--- src/rtl/wb_ps2_keyboard.sv ---
// ---------------------------------------------------------------------------
// wb_ps2_keyboard
//
// Wishbone slave for the keyboard slot. It receives PS/2 device-to-host
// frames and checks each one. Valid scan-code bytes are queued in a small
// FIFO. The CPU drains the FIFO through DATA reads and reads or clears
// sticky status through STATUS reads and writes.
//
// Ports
//   clk       system clock, all state on the rising edge
//   reset     synchronous, active-low reset
//   STB/WE    Wishbone strobe / write enable
//   ADDR      byte address, only ADDR[2] decoded (0 = DATA, 1 = STATUS)
//   DAT_I     write data (STATUS W1C: bit2 = overflow, bit3 = frame_err)
//   DAT_O     registered read data
//   ACK       registered one-cycle acknowledge
//   ps2_clk   raw PS/2 clock (asynchronous)
//   ps2_data  raw PS/2 data (asynchronous)
//   irq       high while the FIFO holds at least one byte
// ---------------------------------------------------------------------------
module wb_ps2_keyboard #(
    parameter int DEPTH   = 8,
    parameter int TIMEOUT = 50000
) (
    input  logic        clk,
    input  logic        reset,
    input  logic        STB,
    input  logic        WE,
    input  logic [31:0] ADDR,
    input  logic [31:0] DAT_I,
    output logic [31:0] DAT_O,
    output logic        ACK,
    input  logic        ps2_clk,
    input  logic        ps2_data,
    output logic        irq
);

    localparam int PTR_W = $clog2(DEPTH);
    localparam int CNT_W = PTR_W + 1;
    localparam int TO_W  = $clog2(TIMEOUT + 1);

    typedef enum logic {
        ST_IDLE  = 1'b0,
        ST_SHIFT = 1'b1
    } rx_state_t;

    // ------------------------------------------------------------------
    // Pin synchronisers. The idle level of the PS/2 lines is high, so the
    // flops reset to 1 and no falling edge is seen when reset releases.
    // ------------------------------------------------------------------
    logic ps2_clk_meta_q,  ps2_clk_meta_d;
    logic ps2_clk_sync_q,  ps2_clk_sync_d;
    logic ps2_clk_prev_q,  ps2_clk_prev_d;
    logic ps2_data_meta_q, ps2_data_meta_d;
    logic ps2_data_sync_q, ps2_data_sync_d;

    always_comb begin
        ps2_clk_meta_d  = ps2_clk;
        ps2_clk_sync_d  = ps2_clk_meta_q;
        ps2_clk_prev_d  = ps2_clk_sync_q;
        ps2_data_meta_d = ps2_data;
        ps2_data_sync_d = ps2_data_meta_q;
    end

    always_ff @(posedge clk) begin
        if (!reset) begin
            ps2_clk_meta_q  <= 1'b1;
            ps2_clk_sync_q  <= 1'b1;
            ps2_clk_prev_q  <= 1'b1;
            ps2_data_meta_q <= 1'b1;
            ps2_data_sync_q <= 1'b1;
        end else begin
            ps2_clk_meta_q  <= ps2_clk_meta_d;
            ps2_clk_sync_q  <= ps2_clk_sync_d;
            ps2_clk_prev_q  <= ps2_clk_prev_d;
            ps2_data_meta_q <= ps2_data_meta_d;
            ps2_data_sync_q <= ps2_data_sync_d;
        end
    end

    logic ps2_fall;
    logic rx_bit;
    assign ps2_fall = ps2_clk_prev_q & ~ps2_clk_sync_q;
    assign rx_bit   = ps2_data_sync_q;

    // ------------------------------------------------------------------
    // Receiver FSM: state register / next state / outputs
    // ------------------------------------------------------------------
    rx_state_t       state_q, state_d;
    logic [3:0]      bitcnt_q, bitcnt_d;
    logic [7:0]      shift_q, shift_d;
    logic            parity_q, parity_d;
    logic [TO_W-1:0] to_cnt_q, to_cnt_d;
    logic            timeout_hit;
    logic            frame_done;
    logic            frame_ok;
    logic            frame_bad;

    assign timeout_hit = (to_cnt_q == TO_W'(TIMEOUT - 1));

    always_ff @(posedge clk) begin
        if (!reset) begin
            state_q <= ST_IDLE;
        end else begin
            state_q <= state_d;
        end
    end

    always_comb begin
        state_d = state_q;
        case (state_q)
            ST_IDLE: begin
                if (ps2_fall && !rx_bit) begin
                    state_d = ST_SHIFT;
                end
            end
            ST_SHIFT: begin
                // A falling edge takes precedence over an expiring timer:
                // the edge proves the device is still clocking.
                if (ps2_fall) begin
                    if (bitcnt_q == 4'd10) begin
                        state_d = ST_IDLE;
                    end
                end else if (timeout_hit) begin
                    state_d = ST_IDLE;
                end
            end
            default: state_d = ST_IDLE;
        endcase
    end

    always_comb begin
        frame_done = (state_q == ST_SHIFT) && ps2_fall && (bitcnt_q == 4'd10);
        // Odd parity over data + parity bit, and the stop bit must be 1.
        frame_ok   = frame_done && rx_bit && (^{shift_q, parity_q});
        frame_bad  = frame_done && !frame_ok;
    end

    // Receiver datapath: bit counter, shift register, parity, timeout.
    always_comb begin
        bitcnt_d = bitcnt_q;
        shift_d  = shift_q;
        parity_d = parity_q;
        to_cnt_d = '0;
        if (state_q == ST_IDLE) begin
            bitcnt_d = (ps2_fall && !rx_bit) ? 4'd1 : 4'd0;
        end else if (ps2_fall) begin
            if (bitcnt_q <= 4'd8) begin
                shift_d = {rx_bit, shift_q[7:1]};   // LSB arrives first
            end
            if (bitcnt_q == 4'd9) begin
                parity_d = rx_bit;
            end
            bitcnt_d = (bitcnt_q == 4'd10) ? 4'd0 : bitcnt_q + 4'd1;
        end else if (timeout_hit) begin
            bitcnt_d = 4'd0;
        end else begin
            to_cnt_d = to_cnt_q + TO_W'(1);
        end
    end

    always_ff @(posedge clk) begin
        if (!reset) begin
            bitcnt_q <= 4'd0;
            shift_q  <= 8'd0;
            parity_q <= 1'b0;
            to_cnt_q <= '0;
        end else begin
            bitcnt_q <= bitcnt_d;
            shift_q  <= shift_d;
            parity_q <= parity_d;
            to_cnt_q <= to_cnt_d;
        end
    end

    // ------------------------------------------------------------------
    // Bus decode, FIFO control and sticky flags
    // ------------------------------------------------------------------
    logic [7:0]       fifo_mem_q [DEPTH];
    logic [PTR_W-1:0] rd_ptr_q, rd_ptr_d;
    logic [PTR_W-1:0] wr_ptr_q, wr_ptr_d;
    logic [CNT_W-1:0] count_q, count_d;
    logic             overflow_q, overflow_d;
    logic             frame_err_q, frame_err_d;
    logic             ack_q, ack_d;
    logic [31:0]      dat_o_q, dat_o_d;
    logic             irq_q, irq_d;

    logic        accept;
    logic        not_empty;
    logic        full;
    logic        pop;
    logic        push_ok;
    logic        ovf_set;
    logic [31:0] status_word;

    always_comb begin
        // ACK low is what re-arms acceptance, which gives one access per
        // two cycles and guarantees a single pop per accepted read.
        accept    = STB && !ack_q;
        not_empty = (count_q != '0);
        full      = (count_q == CNT_W'(DEPTH));
        pop       = accept && !WE && !ADDR[2] && not_empty;
        // A pop in the same cycle frees a slot, so a push into a full FIFO
        // that is being drained is kept rather than dropped.
        push_ok   = frame_ok && (!full || pop);
        ovf_set   = frame_ok && full && !pop;

        status_word                = '0;
        status_word[0]             = not_empty;
        status_word[1]             = full;
        status_word[2]             = overflow_q;
        status_word[3]             = frame_err_q;
        status_word[8 +: CNT_W]    = count_q;

        ack_d   = accept;
        dat_o_d = dat_o_q;
        if (accept && !WE) begin
            if (ADDR[2]) begin
                dat_o_d = status_word;
            end else if (not_empty) begin
                dat_o_d = {23'd0, 1'b1, fifo_mem_q[rd_ptr_q]};
            end else begin
                dat_o_d = '0;
            end
        end

        rd_ptr_d = rd_ptr_q + PTR_W'(pop);
        wr_ptr_d = wr_ptr_q + PTR_W'(push_ok);
        count_d  = count_q + CNT_W'(push_ok) - CNT_W'(pop);
        irq_d    = (count_d != '0);

        // Set wins over a simultaneous write-1-to-clear.
        overflow_d  = overflow_q;
        frame_err_d = frame_err_q;
        if (accept && WE && ADDR[2]) begin
            if (DAT_I[2]) overflow_d  = 1'b0;
            if (DAT_I[3]) frame_err_d = 1'b0;
        end
        if (ovf_set)   overflow_d  = 1'b1;
        if (frame_bad) frame_err_d = 1'b1;
    end

    always_ff @(posedge clk) begin
        if (!reset) begin
            rd_ptr_q    <= '0;
            wr_ptr_q    <= '0;
            count_q     <= '0;
            overflow_q  <= 1'b0;
            frame_err_q <= 1'b0;
            ack_q       <= 1'b0;
            dat_o_q     <= '0;
            irq_q       <= 1'b0;
        end else begin
            rd_ptr_q    <= rd_ptr_d;
            wr_ptr_q    <= wr_ptr_d;
            count_q     <= count_d;
            overflow_q  <= overflow_d;
            frame_err_q <= frame_err_d;
            ack_q       <= ack_d;
            dat_o_q     <= dat_o_d;
            irq_q       <= irq_d;
        end
    end

    // Storage array has no reset; entries are only read when count says
    // they were written.
    always_ff @(posedge clk) begin
        if (reset && push_ok) begin
            fifo_mem_q[wr_ptr_q] <= shift_q;
        end
    end

    assign ACK   = ack_q;
    assign DAT_O = dat_o_q;
    assign irq   = irq_q;

    logic unused_bits;
    assign unused_bits = ^{ADDR[31:3], ADDR[1:0], DAT_I[31:4], DAT_I[1:0]};

endmodule

--- config.mk ---
export PLATFORM = sky130hd
export DESIGN_NAME = wb_ps2_keyboard
export DESIGN_NICKNAME = d
export VERILOG_FILES = /design/src/rtl/wb_ps2_keyboard.sv
export SDC_FILE = /design/constraint.sdc
export NUM_CORES = 1
export LEC_CHECK = 0
export ABC_CLOCK_PERIOD_IN_PS = 7500
export CAP_MARGIN = 15
export CORE_ASPECT_RATIO = 1.1
export CORE_MARGIN = 2
export CORE_UTILIZATION = 58
export CTS_BUF_LIST = sky130_fd_sc_hd__clkbuf_8
export CTS_CLUSTER_SIZE = 25
export DETAILED_ROUTE_END_ITERATION = 10
export PLACE_DENSITY = 0.88
export RECOVER_POWER = 100
export SYNTH_ARGS = -nofsm -noshare
export SYNTH_HDL_FRONTEND = slang
export SYNTH_SLANG_ARGS = --single-unit
export TNS_END_PERCENT = 5
--- constraint.sdc ---
create_clock -name clk -period 7.5 [get_ports clk]
set_input_delay 1.125 -clock clk [delete_from_list [all_inputs] [get_ports clk]]
set_output_delay 1.125 -clock clk [all_outputs]
set_load 0.02 [all_outputs]
---- After elaboration in Yosys (flattened, before gate mapping) ----
Memory sizes are Yosys's and may differ from the RTL's. A register that Yosys moved wholly into a read port is not among the register bits.
Index checks and enable logic that the tools add are counted.
cells by class
  add/sub/neg operators ................... 6
  magnitude comparators ................... 1
  equality and inequality tests ........... 5
  mux-type cells .......................... 21
  bitwise logic cells ..................... 4
  reductions and logical operators ........ 36
operator list
  kind                                                              count
  16-bit by 1-bit adder with 16-bit output (second input constant)  1
  16-bit equality test (second input constant)                      1
  1-bit logical AND                                                 16
  4-bit 2-to-1 mux                                                  4
  1-bit 2-to-1 mux                                                  13
  4-bit equality test (second input constant)                       3
  12-bit 2-to-1 mux                                                 1
  9-bit 2-to-1 mux                                                  1
  9-bit parity                                                      1
  2-bit nonzero test                                                4
  4-bit nonzero test                                                2
  1-bit zero test                                                   7
  3-bit by 1-bit adder with 3-bit output                            2
  3-bit AND reduction                                               2
  4-bit by 1-bit adder with 4-bit output                            1
  4-bit by 1-bit adder with 4-bit output (second input constant)    1
  4-bit less-or-equal comparator (second input constant)            1
  2-bit AND reduction                                               2
  4-bit OR reduction                                                1
  4-bit by 1-bit subtractor with 4-bit output                       1
  3-bit 2-to-1 mux                                                  1
  3-bit by 2-bit != test with 1-bit output (second input constant)  1
  1-bit NOT                                                         3
  1-bit one-hot mux with 2 select lines                             1
  other kinds (2)                                                   2
word-level totals
  register bits ........................... 81
  RAM bits ................................ 64
  word-level logic and storage cells ...... 92
  memories ................................ 1
memories
  memory      words  bits a word  read ports  clocked after Yosys merged registers in  wr ports  RTL line  RTL
  fifo_mem_q  8      8            1           1                                        1         179       logic [7:0] fifo_mem_q [DEPTH];

---- Depth between registers and ports, before layout ----
  depth in word-level cells ............... 10
  gate-level depth with buffers ........... 12
  gate-level depth less buffers ........... 12

---- Worst setup path before layout ----
No wires, ideal clock.
  kind .................................... input to register
  from .................................... input port WE
  to ...................................... register irq_q (netlist: irq)
  setup time .............................. 134 ps
  arrival time ............................ 3,472 ps
  data required time ...................... 7,366 ps
  path slack .............................. 3,893 ps
  stages .................................. 12
  buffers on the path ..................... 1
  cell sequence ........................... or3b_1 clkbuf_1 a211o_1 nand3_2 nand3_1 nand2_1 ha_1 inv_1 fa_1 xor2_1 nor2_1 or4_1
on the way
  longest elaborated chain between the ends .. 9
ends and longest elaborated chain
  item                                           RTL line  RTL
  start: declaration                             28        input logic WE,
  1-bit zero test *                              203       pop = accept && !WE && !ADDR[2] && not_empty;
  1-bit logical AND * (3 in a row)               203
  1-bit logical OR                               206       push_ok = frame_ok && (!full || pop);
  1-bit logical AND                              206
  4-bit by 1-bit adder with 4-bit output         230       count_d = count_q + CNT_W'(push_ok) - CNT_W'(pop);
  4-bit by 1-bit subtractor with 4-bit output *  230
  4-bit nonzero test *                           231       irq_d = (count_d != '0);
  end signal: assignment                         262       irq_q <= irq_d;
  end: declaration                               187       logic irq_q, irq_d;
Every way passes the cells marked *; elsewhere a longest branch is shown, timed or not.
A chain may end at the register's enable or synchronous reset.

---- Worst setup path in the final report ----
  from .................................... input port WE
  to ...................................... memory fifo_mem_q[3][7], enable pin
on the way
  longest elaborated chain between the ends .. 9
ends and longest elaborated chain
  item                                    RTL line  RTL
  1-bit zero test                         203
  1-bit logical AND (3 in a row)          203
  1-bit logical OR                        206
  1-bit logical AND                       206
  1-bit logical AND                       269       if (reset && push_ok) begin
  1-bit 2-to-1 mux                        269
  1-bit 2-to-1 mux (implied by the code)  270       fifo_mem_q[wr_ptr_q] <= shift_q;
  end: declaration                        179
Every way passes these cells.

==> metrics.csv <==
stage;metric;value;unit
clocking;Max Root-Sink Buffers;2;
critical_path;CP required;7530;ps
power_and_ir_drop;P_sw;0.320;mW
layout;final cell count without fillers;572;
synth;fraction of registers with async set/reset;0;%
timing;RSZ-0062 raised after global routing;no;
timing;Fin. Hold Viols;0;
clocking;quantity of gates resized following cts;0;
critical_path;Top delay family on crit path;simple AND/OR/NAND/NOR gates;
die;initial core utilization;59.7;%
timing;Highest Clock Rate;223;MHz
global_routing;vias in the first global route;3234;
routing;drt via density;5.62;
clocking;CTS root buf;clkbuf_8;
power_and_ir_drop;sequential power share;48.1;%
critical_path;cell repeated most along the worst path;nand3_1;
routing;DRT iter0 DRCs;191;
routing;via count;3215;
die;Placement Rows;36;
clocking;H-tree depth;4;
placed_design;number of port buffers;22;
routing;Antenna Violating Nets Remaining;0;
layout;most frequent cells in the layout;edfxtp_1, dfxtp_1, nor2_1, conb_1, nand2_1;
timing;Setup TNS;0;ps
die;Die Area;9870;µm²
synth;most common flop cell mapped by yosys;edfxtp_1;
critical_path;Startpoint Class;primary input;
clocking;Worst-Skew Late Latency;430;ps
synth;Synth cell types;52;
critical_path;CP max stage delay;1200;ps
layout;filler instances;622;
critical_path;WS Path Type;in2reg;
run_status;failing checks;capacitance limit, slew limit;
die;Core Area;8830;µm²
clocking;setup bufs post-CTS;0;
timing;final worst slack;3020;ps
global_routing;initial antenna violation count;0;
global_routing;largest net degree at the start of global routing;32;
placed_design;Cell Area, Placed;5490;µm²
timing;Clock Skews;12.3;ps
critical_path;crit path cell chain;dlygate4sd3_1 > or3b_1 > a211o_1 > nand3_1 > nand3_1 > nor3_1;
synth;register bit total from synthesis;125;
critical_path;Setup crit end kind;flip-flop;
timing;Pins Over Slew Limit;18;
routing;drc violations;0;
power_and_ir_drop;IR drop worst, VDD;0.156;mV
layout;NumNets Final;526;
timing;Final setup violation count;0;
critical_path;Buf/Inv on CP;1;
clocking;hold buffer count at cts;0;
routing;Total Wirelength;9540;µm
timing;Worst Tran Pin Value;1620;ps
run_status;status;finished with violations;
layout;fraction of layout cells with a size suffix above 1;11.1;%
timing;worst hold slack;419;ps
layout;final core occ;67.5;%
timing;final period utilization;59.8;%
placed_design;Inst Count DP;539;
power_and_ir_drop;Logic pwr share;6.2;%
placed_design;pre-CTS setup slack;2900;ps
synth;synthesized area;5270;µm²
layout;register area;3140;µm²
layout;Synth-to-Final Area Change;13.0;%
clocking;# clock sinks;125;
clocking;CTS tree;yes;
placed_design;Final HPWL DP;5960;µm
timing;fin crit period;4480;ps
routing;top sig layer;met4;
die;Top Ports;104;
global_routing;global-route wire length before repair;15600;µm
synth;Yosys warning count;0;
timing;max_slew headroom;-8.90;%
layout;Multi-input gate area;1910;µm²
routing;Pre-Repair DR Iteration Count;5;
power_and_ir_drop;P_leak;2.16;nW
layout;most common cell after layout, fill and taps aside;edfxtp_1;
critical_path;CP max-delay cell;nor3_1;
clocking;total CTS buffers;17;
critical_path;crit path max fanout;14;
die;DIE WIDTH;94.9;µm
routing;met1 wire length;3710;µm
flow_run;MaxCap Viol Count;2;
die;Die H;104;µm
routing;WL met3;489;µm
routing;Routed WL per cell;16.7;µm
hold_path;worst hold path class;reg2reg;
synth;Mapped Cells;419;
global_routing;GRT overflow;0;
synth;register area share after synthesis;59.6;%
layout;Final Instance Area;5960;µm²
power_and_ir_drop;clock power share;45.8;%
placed_design;gp weighted congestion;0.833;
power_and_ir_drop;Power Density;254;nW/µm²
synth;mean cell area of the mapped netlist;12.6;µm²
clocking;CTS clock-pin slew for the worst setup and hold paths;80;ps
layout;Ant. Diodes;0;
power_and_ir_drop;Net Sw Frac;21.1;%
power_and_ir_drop;P_int;1.19;mW
critical_path;Worst EP arrival;4510;ps
power_and_ir_drop;Tot Pwr;1.51;mW
routing;WL met2;5140;µm
global_routing;Total Routing Usage GR;21.1;%
synth;EDFF count, synth;64;
[kinds of logic (layout without fill, tap and decap cells)]
family,Yosys count,count (layout),share of synthesized area (%)
flops,125,125,59.6
mux,33,33,10.3
buf+inv,46,66,4.94
simple gates,143,143,13.9
compound gates,37,37,4.03
other cells,1,20,0.0711
xor+xnor,23,23,4.34
fa+ha+maj,11,11,2.75
[state kept, by name, indices dropped and copies added (netlist names), 3 cells and up]
register / count
DAT_O: 12
bitcnt_q: 4
count_q: 4
fifo_mem_q: 64
rd_ptr_q: 3
shift_q: 8
to_cnt_q: 16
wr_ptr_q: 3
[per-layer routing]
| metal | up-vias | track usage (%) |
|---|---|---|
| li1 | 1516 | - |
| met1 | 1576 | 25.4 |
| met2 | 100 | 36.1 |
| met3 | 23 | 5.72 |
| met4 | 0 | 7.25 |
| met5 | - | 0 |
[power groups by stage]
| stage | sequential (mW) | clock, mW | combinational, mW |
|---|---|---|---|
| 6_report | 0.728 | 0.693 | 0.0933 |
| 5_1_grt | 0.729 | 0.726 | 0.103 |
| 4_1_cts | 0.731 | 0.696 | 0.0912 |
| 3_5_place_dp | 0.746 | 0 | 0.0901 |
| 3_3_place_gp | 0.746 | 0 | 0.0871 |
| 2_1_floorplan | 0.748 | 0 | 0.0694 |
[cells in the mapped netlist (4+ instances only)]
cell	number	area (µm²)
a21oi_1	15	75.1
inv_1	9	33.8
dfxtp_1	61	1220
nand4_1	7	43.8
mux2i_1	15	150
xnor2_1	10	87.6
edfxtp_1	64	1920
nand3_1	16	80.1
and2_1	7	43.8
clkbuf_1	8	30.0
a31oi_1	4	25.0
ha_1	10	125
o21ai_0	8	40.0
mux4_2	16	360
nand2b_1	8	50.1
xor2_1	11	96.3
nor2_1	58	218
buf_2	4	20.0
nand2_1	19	71.3
buf_4	22	165
[worst paths after layout]
check	end	from	slack, ps	cells after the start
worst min register to register	ps2_clk_prev_d	ps2_clk_meta_q	420	1
worst max-delay path	fifo_mem_q[3][7]	WE	3020	6
worst max register to register	fifo_mem_q[3][7]	ACK	3970	5
worst min-delay path	ps2_clk_prev_d	ps2_clk_meta_q	420	1
[area by class of cell]
type	instances	area share [%]
sequential	125	52.7
inverter	10	0.630
multi-input combinational	267	32.1
timing repair buffer	24	4.22
tap	114	2.39
clock buffer	18	4.16
clock inverter	14	3.74
[worst register-to-register path: cells and delay by family (launching register included)]
kind	cells	cell delay, ps
compound gates	1	510
flops	1	320
simple gates	4	2290
(Power assumes the default switching activity.)
